--- src/rtl/player_input_filter.sv ---
// rtl/player_input_filter.sv - debounces per-frame quadrant maps into lane, jump and presence
//
// Ports:
//   pixel_clock_in      clock
//   rst_in              synchronous active-high reset
//   quadrants_in        9-bit occupancy map, bit = row*3+col, row 0 on top
//   quadrants_valid_in  frame-valid level; each rising edge is one frame event
//   lane                debounced lane 0/1/2 (left/centre/right)
//   jump                one-cycle pulse, coincident with out_valid
//   player_present      high while a player blob is tracked
//   out_valid           one-cycle pulse two cycles after the frame edge
module player_input_filter #(
    parameter int unsigned LANE_STABLE_FRAMES = 3,
    parameter int unsigned JUMP_FRAMES        = 2,
    parameter int unsigned REARM_FRAMES       = 2,
    parameter int unsigned LOST_FRAMES        = 8
) (
    input  logic       pixel_clock_in,
    input  logic       rst_in,
    input  logic [8:0] quadrants_in,
    input  logic       quadrants_valid_in,
    output logic [1:0] lane,
    output logic       jump,
    output logic       player_present,
    output logic       out_valid
);

    localparam logic [3:0] LANE_N  = 4'(LANE_STABLE_FRAMES);
    localparam logic [3:0] JUMP_N  = 4'(JUMP_FRAMES);
    localparam logic [3:0] REARM_N = 4'(REARM_FRAMES);
    localparam logic [3:0] LOST_N  = 4'(LOST_FRAMES);

    typedef enum logic [1:0] {
        GROUNDED = 2'd0,
        RISING   = 2'd1,
        AIRBORNE = 2'd2
    } jump_state_e;

    // Stage 1: edge detect and map capture
    logic       valid_prev_q;
    logic       ev1_q;
    logic [8:0] quad_q;
    logic       frame_edge;

    assign frame_edge = quadrants_valid_in & ~valid_prev_q;

    always_ff @(posedge pixel_clock_in) begin
        if (rst_in) begin
            valid_prev_q <= 1'b0;
            ev1_q        <= 1'b0;
            quad_q       <= 9'd0;
        end else begin
            valid_prev_q <= quadrants_valid_in;
            ev1_q        <= frame_edge;
            if (frame_edge) begin
                quad_q <= quadrants_in;
            end
        end
    end

    // Stage 2: per-frame derived terms
    logic       ev2_q, air_q, gnd_q, empty_q, cand_ok_q;
    logic [1:0] cand_col_q;
    logic       top, bottom, cand_ok;
    logic [1:0] cand_col;

    always_comb begin
        top      = |quad_q[2:0];
        bottom   = |quad_q[8:6];
        cand_ok  = 1'b1;
        cand_col = 2'd1;
        // Only a single lit cell in the middle row names a lane
        case (quad_q[5:3])
            3'b001:  cand_col = 2'd0;
            3'b010:  cand_col = 2'd1;
            3'b100:  cand_col = 2'd2;
            default: cand_ok  = 1'b0;
        endcase
    end

    always_ff @(posedge pixel_clock_in) begin
        if (rst_in) begin
            ev2_q      <= 1'b0;
            air_q      <= 1'b0;
            gnd_q      <= 1'b0;
            empty_q    <= 1'b0;
            cand_ok_q  <= 1'b0;
            cand_col_q <= 2'd1;
        end else begin
            ev2_q      <= ev1_q;
            air_q      <= top & ~bottom;
            gnd_q      <= bottom;
            empty_q    <= (quad_q == 9'd0);
            cand_ok_q  <= cand_ok;
            cand_col_q <= cand_col;
        end
    end

    // Stage 3: lane debounce and presence
    logic [1:0] cand_q, cand_d, lane_q, lane_d;
    logic [3:0] stable_q, stable_d, lost_q, lost_d;
    logic       present_q, present_d, out_valid_q;

    always_comb begin
        cand_d    = cand_q;
        stable_d  = stable_q;
        lane_d    = lane_q;
        lost_d    = lost_q;
        present_d = present_q;
        if (ev2_q) begin
            if (cand_ok_q) begin
                if (cand_col_q == cand_q) begin
                    stable_d = (stable_q == 4'hF) ? stable_q : stable_q + 4'd1;
                end else begin
                    cand_d   = cand_col_q;
                    stable_d = 4'd1;
                end
                if (stable_d >= LANE_N) begin
                    lane_d = cand_col_q;
                end
            end else begin
                stable_d = 4'd0;
            end
            if (empty_q) begin
                lost_d = (lost_q == 4'hF) ? lost_q : lost_q + 4'd1;
                if (lost_d >= LOST_N) begin
                    present_d = 1'b0;
                end
            end else begin
                lost_d    = 4'd0;
                present_d = 1'b1;
            end
        end
    end

    always_ff @(posedge pixel_clock_in) begin
        if (rst_in) begin
            cand_q      <= 2'd1;
            stable_q    <= 4'd0;
            lane_q      <= 2'd1;
            lost_q      <= 4'd0;
            present_q   <= 1'b0;
            out_valid_q <= 1'b0;
        end else begin
            cand_q      <= cand_d;
            stable_q    <= stable_d;
            lane_q      <= lane_d;
            lost_q      <= lost_d;
            present_q   <= present_d;
            out_valid_q <= ev2_q;
        end
    end

    // Stage 3: jump state machine, one transition per frame
    jump_state_e state_q;
    logic [3:0]  jcnt_q, rcnt_q;
    logic        jump_q;

    always_ff @(posedge pixel_clock_in) begin
        if (rst_in) begin
            state_q <= GROUNDED;
            jcnt_q  <= 4'd0;
            rcnt_q  <= 4'd0;
            jump_q  <= 1'b0;
        end else begin
            jump_q <= 1'b0;
            if (ev2_q) begin
                case (state_q)
                    GROUNDED: begin
                        if (air_q) begin
                            if (JUMP_N == 4'd1) begin
                                jump_q  <= 1'b1;
                                jcnt_q  <= 4'd0;
                                state_q <= AIRBORNE;
                            end else begin
                                jcnt_q  <= 4'd1;
                                state_q <= RISING;
                            end
                        end
                    end
                    RISING: begin
                        if (air_q) begin
                            if (jcnt_q + 4'd1 == JUMP_N) begin
                                jump_q  <= 1'b1;
                                jcnt_q  <= 4'd0;
                                state_q <= AIRBORNE;
                            end else begin
                                jcnt_q <= jcnt_q + 4'd1;
                            end
                        end else begin
                            jcnt_q  <= 4'd0;
                            state_q <= GROUNDED;
                        end
                    end
                    AIRBORNE: begin
                        if (gnd_q) begin
                            if (rcnt_q + 4'd1 >= REARM_N) begin
                                rcnt_q  <= 4'd0;
                                state_q <= GROUNDED;
                            end else begin
                                rcnt_q <= rcnt_q + 4'd1;
                            end
                        end else begin
                            rcnt_q <= 4'd0;
                        end
                    end
                    default: begin
                        jcnt_q  <= 4'd0;
                        rcnt_q  <= 4'd0;
                        state_q <= GROUNDED;
                    end
                endcase
            end
        end
    end

    assign lane           = lane_q;
    assign jump           = jump_q;
    assign player_present = present_q;
    assign out_valid      = out_valid_q;

endmodule

--- config.mk ---
export PLATFORM = sky130hd
export DESIGN_NAME = player_input_filter
export DESIGN_NICKNAME = d
export VERILOG_FILES = /design/src/rtl/player_input_filter.sv
export SDC_FILE = /design/constraint.sdc
export NUM_CORES = 1
export LEC_CHECK = 0
export BUFFER_PORTS_ARGS = -buffer_cell sky130_fd_sc_hd__buf_2
export CAP_MARGIN = 25
export CELL_PAD_IN_SITES_DETAIL_PLACEMENT = 1
export CELL_PAD_IN_SITES_GLOBAL_PLACEMENT = 2
export CORE_ASPECT_RATIO = 0.6
export CORE_MARGIN = 1
export CORE_UTILIZATION = 32
export CTS_CLUSTER_SIZE = 12
export DETAILED_ROUTE_END_ITERATION = 10
export GPL_ROUTABILITY_DRIVEN = 1
export PLACE_DENSITY_LB_ADDON = 0.1
export SYNTH_ARGS = -nofsm -noshare
export SYNTH_HDL_FRONTEND = slang
export SYNTH_SLANG_ARGS = --single-unit
export TNS_END_PERCENT = 30
--- constraint.sdc ---
create_clock -name pixel_clock_in -period 1.5 [get_ports pixel_clock_in]
set_clock_uncertainty 0.1 [all_clocks]
set_input_delay 0.15 -clock pixel_clock_in [delete_from_list [all_inputs] [get_ports pixel_clock_in]]
set_output_delay 0.15 -clock pixel_clock_in [all_outputs]
set_load 0.01 [all_outputs]
==> run metrics, run 1 <==
CTS Buf Count=5; Max Slew Vio Count=0; worst-skew pair later-pin latency=290 ps; Iteration-0 DRC Markers=35; status=finished, final reports clean; clock sinks=43; Final Hold Viols=0; Post-Synth XOR/XNOR Area=3.17%; Critical path buffers and inverters=0; CP Launch Type=flip-flop; leakage power=0.000897 uW; Worst Tran Pin Value=528 ps; synthesized area=1930 sq um; Hold Path Class=input port to flip-flop; CTS tree=done; Synth Register Bits=43; final WL=4810 um; Synth Net Count=240; Synth Area in Compound Gates=16.5%; Multi-input gate area=1040 sq um; H-tree levels=2; post-DP HPWL=3460 um; Critical Path AT=1550 ps; DR WL/cell=14.5 um; CP Data Required Time=1580 ps; first-pass GRT wire length=8490 um; die area=6360 sq um; cells on worst reg2reg path=5; Adder-Cell Fraction of Synth Area=3.89%; initial antenna violation count=0; multiplexer share of the synthesized area=2.14%; CORE AREA=5700 sq um; Synth Area in Simple Gates=26.0%; vias per cell=4.92; first drt pass iteration count=4; P per Cell Area=963 nW/um^2; commonest non-fill, non-tap cell in the layout=dfxtp_1; root buffer cell=clkbuf_8; setup repair after global routing missed its margin=yes; Final min period=1470 ps; crit path launch=jcnt_q[1]$_SDFFE_PP0P_; most frequent cells in the layout=dfxtp_1, nand2_1, nor2_1, a21oi_1, buf_2; WS Path Type=flip-flop to flip-flop; end of the critical path=jcnt_q[1]$_SDFFE_PP0P_; Reg area=868 sq um; reg2reg setup slack=30 ps; Die Ht=62.2 um; Reg2Reg Launch Point=jcnt_q[1]$_SDFFE_PP0P_; Non-Filler Instances=333; clock slew at reported path FFs=80 ps; GRT Util Overall=17.0%; # IOs=17; Residual DRC=0; crit-path cells=ha_2 -> or2_1 -> o21ai_2 -> o211ai_1 -> a32o_1; fin crit share=98.0%; fin util=41.5%; num rows=21; Critical Path Fanout Max=5; max cap viols=0; mean post-synth cell area=8.70 sq um; antenna cells=0; layout net count=271; Syn-to-layout area delta=22.4%; GP Congestion=0.811; Vias=1640; Yosys warning count=0; sequential area share after synthesis=44.6%; Filler cells=676; Placed Cells incl. Taps=318; path length in cells of the critical path=5; PortBufs=16; Worst path top cell family by delay=compound AO/OA/AOI/OAI gates; total setup violations reported at the end of the flow=0; GR Overflow Total=0; post-route ant nets=0; Cell variety after synth=47; Initial Util=33.9%; fmax=680 MHz; Gate Count Post-Synth=222; slowest CP cell=dfxtp_2; r2r endpoint=jcnt_q[1]$_SDFFE_PP0P_; Clock Tree Buf Depth=2; Worst VDD drop=409 uV; max incr delay on CP=350 ps; layout cells sized above 1=20.9%; vias in the first global route=1779; pin count of the biggest net entering global routing=28; CP Capture Type=flip-flop; Worst slew margin=64.8%; largest family of logic cells by synthesized area=simple AND/OR/NAND/NOR gates; die width=102 um
cells by family after synthesis:
logic type	Yosys count
flip-flops	43
adder cells (fa/ha/maj)	6
AND/OR/NAND/NOR	97
buffers and inverters	16
multiplexers	4
AO/OA/AOI/OAI	49
XOR/XNOR	7
repair_timing:
item,4_1_cts,5_1_grt
pin swaps,0,4
setup endpoints to repair,3,11
resized for setup,3,12
setup buffers,0,0
hold endpoints to repair,8,0
hold buffers,8,0
per-stage QoR:
stage                     total power (uW)  setup TNS (ps)  hold slack [ps]  instance area (sq um)  worst slack, ps
final                                 2280               0             14.0                   2360             29.8
after global routing                  2380           -71.0             14.9                   2360            -43.7
after CTS                             2290               0             9.46                   2330             2.04
after detailed placement              1390          -0.374              301                   2130           -0.374
after global placement                1380               0              287                   2130             60.6
after floorplan                       1330               0              133                   1930             68.4
Yosys cell counts (all sizes together):
library cell / count / area (sq um)
o31ai: 1 / 7.51
o211a: 1 / 10.0
o21bai: 1 / 7.51
nand3b: 2 / 15.0
nor2: 18 / 67.6
a21o: 1 / 7.51
a31o: 1 / 8.76
a31oi: 1 / 6.26
mux2i: 3 / 30.0
a211o: 1 / 8.76
nor3b: 1 / 7.51
nand2b: 5 / 31.3
a32oi: 3 / 26.3
a21oi: 18 / 93.8
a32o: 1 / 10.0
dfxtp: 43 / 861
or3: 2 / 12.5
or2b: 1 / 7.51
a211oi: 5 / 47.5
ha: 6 / 75.1
o21ai: 12 / 60.1
inv: 7 / 26.3
and2: 5 / 31.3
clkbuf: 2 / 7.51
nand4: 2 / 12.5
o211ai: 2 / 15.0
nand3: 8 / 45.0
xnor2: 3 / 26.3
nor2b: 7 / 46.3
and3: 3 / 18.8
nor3: 9 / 45.0
mux2: 1 / 11.3
buf: 7 / 38.8
and3b: 2 / 17.5
nor4: 1 / 21.3
or2: 1 / 6.26
a221oi: 1 / 8.76
nand2: 30 / 118
xor2: 4 / 35.0
state kept, by name, indices dropped and copies added, names as in the netlist:
register and cells:
gnd_q 1, cand_ok_q 1, state_q 2, air_q 1
rcnt_q 4, ev1_q 1, lost_q 4, player_present 1
empty_q 1, cand_col_q 2, cand_q 2, out_valid 1
stable_q 4, quad_q 9, valid_prev_q 1, lane 2
jump 1, ev2_q 1, jcnt_q 4
final cells by class:
| cell class | instances | area share [%] |
|---|---|---|
| clock buffer | 5 | 2.91 |
| clock inverter | 2 | 1.59 |
| inverter | 7 | 1.11 |
| multi-input combinational | 163 | 43.8 |
| sequential | 43 | 36.7 |
| tap | 80 | 4.23 |
| timing repair buffer | 33 | 9.63 |
report_power, final:
part / internal, uW / total, uW / switching (uW)
Clock: 487 / 891 / 404
Combinational: 80.0 / 173 / 92.7
Sequential: 1180 / 1210 / 36.1
layer usage:
layer	part of all wire [%]	vias up	GRT usage, %
met4	1.0	0	4.46
li1	-	830	-
met1	49	785	22.1
met2	48	19	28.1
met3	2.5	6	4.05
met5	0	-	0
how the worst min path moves through the flow:
stage                                  start                      end  cells after the start
after floorplan                       rst_in     out_valid$_SDFF_PP0_                      1
after global placement    quadrants_valid_in  valid_prev_q$_SDFF_PP0_                      2
after detailed placement     quadrants_in[2]   quad_q[2]$_SDFFE_PP0P_                      3
after CTS                    quadrants_in[5]   quad_q[5]$_SDFFE_PP0P_                      3
after global routing      quadrants_valid_in  valid_prev_q$_SDFF_PP0_                      2
final                     quadrants_valid_in  valid_prev_q$_SDFF_PP0_                      2
No activity file was read; power rests on OpenSTA's default activity.
==> run 2: changes to the inputs <==
ABC_AREA = 1   (was unset)
CORE_UTILIZATION = 36   (was 32)
clock period = 1.8 ns   (was 1.5 ns; I/O delays follow)
==> run metrics, run 2 <==
Yosys warning count=0 (unchanged); Initial Util=38.2% (+4.3 points); most frequent CP cell=nand2_1; vias per cell=4.69 (-4.8%); clock slew at reported path FFs=80 ps (about the same); status=finished, final reports clean; final hold slack=9.99 ps (-4.01 ps); pin count of the biggest net entering global routing=24 (-14%); Hold Path Class=input port to flip-flop; Critical path buffers and inverters=2 (+2); CTS Buf Count=5 (unchanged); sequential power share=57.8% (+4.5 points); Synth Register Bits=43 (unchanged); post-CTS sizing=0 (-3); slowest CP cell=dfxtp_1; Worst VDD drop=338 uV (-17%); first drt pass iteration count=4 (unchanged); Critical Path AT=1660 ps (+110 ps); Worst slew margin=75.9% (+11 points); hold buffers post-CTS=0 (-8); num rows=20 (-4.8%); Placed Cells incl. Taps=352 (+11%); GRT Util Overall=17.3% (+0.34 points); Non-Filler Instances=359 (+7.8%); Post-synth EDFFs=0 (unchanged); cells on worst reg2reg path=11 (+6); post-route ant nets=0 (unchanged); Final WS setup=234 ps (+205 ps); P per Cell Area=791 nW/um^2 (-18%); fraction of registers with async set/reset=0% (unchanged); post-DP HPWL=3310 um (-4.3%); layout net count=311 (+15%); Vias=1683 (+2.6%); CP Capture Type=flip-flop; DR WL/cell=12.1 um (-16%); Hold EP=quad_q[0]$_SDFFE_PP0P_; Worst Tran Pin Value=359 ps (-170 ps); Combinational Power Share=7.2% (-0.4 points); most common cell in the netlist=nand2_1; layout cells sized above 1=15.0% (-5.9 points); synthesized area=1970 sq um (+1.9%); Iteration-0 DRC Markers=46 (+31%); Setup Total Neg Slack=0 ps (unchanged); area share of the largest cell type after synthesis=43.7% (-0.82 points); commonest non-fill, non-tap cell in the layout=nand2_1; hold depth=3 (+1); path length in cells of the critical path=11 (+6); Cell variety after synth=27 (-43%); first-pass GRT wire length=7820 um (-7.9%); CP Data Required Time=1890 ps (+310 ps); dominant cells by area after synthesis=dfxtp_1, nand2_1, nor2_1; CORE AREA=5150 sq um (-9.6%); final WL=4340 um (-9.8%); clock power share=35.0% (-4.1 points); Critical Path Fanout Max=3 (-2); root buffer cell=clkbuf_8; GR Overflow Total=0 (unchanged); antenna cells=0 (unchanged); CP Launch Type=flip-flop; total setup violations reported at the end of the flow=0 (unchanged); Max Slew Vio Count=0 (unchanged); die width=97.5 um (-4.7%); fmax=639 MHz (-6.1%); Final min period=1570 ps (+95.4 ps); mean post-synth cell area=7.21 sq um (-17%); switching share of power=23.7% (+0.27 points); top post-synthesis cells by count=nand2_1, nor2_1, dfxtp_1, inv_1, a21oi_1; fin util=42.8% (+1.3 points); Place WS=269 ps (+269 ps); worst-skew pair later-pin latency=290 ps (about the same); most frequent cells in the layout=nand2_1, nor2_1, dfxtp_1, inv_1, a21oi_1; setup repair after global routing missed its margin=no; Residual DRC=0 (unchanged); Int Pwr=1330 uW (-24%); vias in the first global route=1640 (-7.8%); die area=5780 sq um (-9.2%); max FFs per register=9 (unchanged); WS Path Type=flip-flop to flip-flop; GP Congestion=0.724 (-11%); max incr delay on CP=380 ps (+30 ps); sequential area share after synthesis=43.7% (-0.82 points); Synth Net Count=291 (+21%); Final Hold Viols=0 (unchanged); Syn-to-layout area delta=12.0%; Die Ht=59.3 um (-4.7%); Clock Tree Buf Depth=2 (unchanged); r2r endpoint=state_q[0]$_SDFFE_PP0P_; PortBufs=16 (unchanged); Biggest register=quad_q; reg2reg setup slack=230 ps (+200 ps); # IOs=17 (unchanged); Gate Count Post-Synth=273 (+23%); fin crit share=87.0% (-11 points); clock sinks=43 (unchanged); max cap viols=0 (unchanged); leakage power=0.000980 uW (+9.3%); CTS tree=done; Yosys top cell by area=dfxtp_1; crit-path cells=inv_1 -> ha_1 -> nand2_1 -> nor2_1 -> nand2_1 -> inv_1 -> nand2_1 -> nand3_2 -> nand2_1 -> nand2_1 -> nor2_1; Main synth FF type=dfxtp_1; Reg2Reg Launch Point=rcnt_q[1]$_SDFFE_PP0P_; Post-CTS Repair Setup Buffers=0 (unchanged); initial antenna violation count=0 (unchanged); H-tree levels=2 (unchanged); Sw Pwr=413 uW (-22%); Worst path top cell family by delay=simple AND/OR/NAND/NOR gates; Filler cells=663 (-1.9%); Hold Path Origin=quadrants_in[0]
## run 2: cell count changes after synthesis, moves of 5 or more
cell	change
and2_1	-5
nand2b_1	-5
nand3_1	+7
nor2b_1	-6
o21ai_0	+8
nor2_1	+26
inv_1	+27
nand2_1	+28
## run 2: per-stage QoR
step	total power (uW)	instance area, sq um
detailed placement	1160	2120
CTS	1780	2200
global placement	1160	2120
finish	1740	2200
floorplan	1110	1970
global route	1850	2200
## run 2: logic make-up after synthesis
kind of cell             count (synthesis)  synth area share, %
adder cells (fa/ha/maj)                  6                 3.81
AO/OA/AOI/OAI                           40                 11.1
AND/OR/NAND/NOR                        141                 32.4
flip-flops                              43                 43.7
buffers and inverters                   43                 8.90
## run 2: worst reg2reg max path, cell delays in order, from the launching register on
cell and delay, ps:
dfxtp_1 380, inv_1 80, ha_1 270, nand2_1 50, nor2_1 90, nand2_1 70
inv_1 70, nand2_1 100, nand3_2 120, nand2_1 50, nand2_1 60, nor2_1 40
## run 2: final cells by class
type	count	area, sq um	share of cell area [%]
inverters	37	139	6.30
clock inverters	1	5.00	0.227
clock buffers	6	82.6	3.75
multi-input cells	187	932	42.3
well taps	66	82.6	3.75
flip-flops and latches	43	861	39.0
repair buffers	19	103	4.65
## run 2: metal layers
layer / track usage, % / part of all wire, %
met1: 25.5 / 59
met2: 25.0 / 37
met3: 4.36 / 3.5
met4: 5.04 / 1.0
met5: 0 / 0
## run 2: how the worst max path moves through the flow
| stage | to | slack (ps) | startpoint |
|---|---|---|---|
| after floorplan | lane[1]$_SDFFE_PP0P_ | 420 | stable_q[0]$_SDFFE_PP0P_ |
| after global placement | state_q[1]$_SDFFE_PP0P_ | 310 | rcnt_q[1]$_SDFFE_PP0P_ |
| after detailed placement | lane[0]$_SDFFE_PP1P_ | 270 | stable_q[1]$_SDFFE_PP0P_ |
| after CTS | state_q[0]$_SDFFE_PP0P_ | 260 | rcnt_q[1]$_SDFFE_PP0P_ |
| after global routing | state_q[1]$_SDFFE_PP0P_ | 90 | rcnt_q[1]$_SDFFE_PP0P_ |
| final | state_q[0]$_SDFFE_PP0P_ | 230 | rcnt_q[1]$_SDFFE_PP0P_ |
## run 2: power groups by stage
stage	clock, uW	combinational, uW	sequential [uW]
2_1_floorplan	0	85.9	1020
3_3_place_gp	0	126	1030
3_5_place_dp	0	127	1030
4_1_cts	646	128	1010
5_1_grt	688	147	1010
6_report	611	125	1010
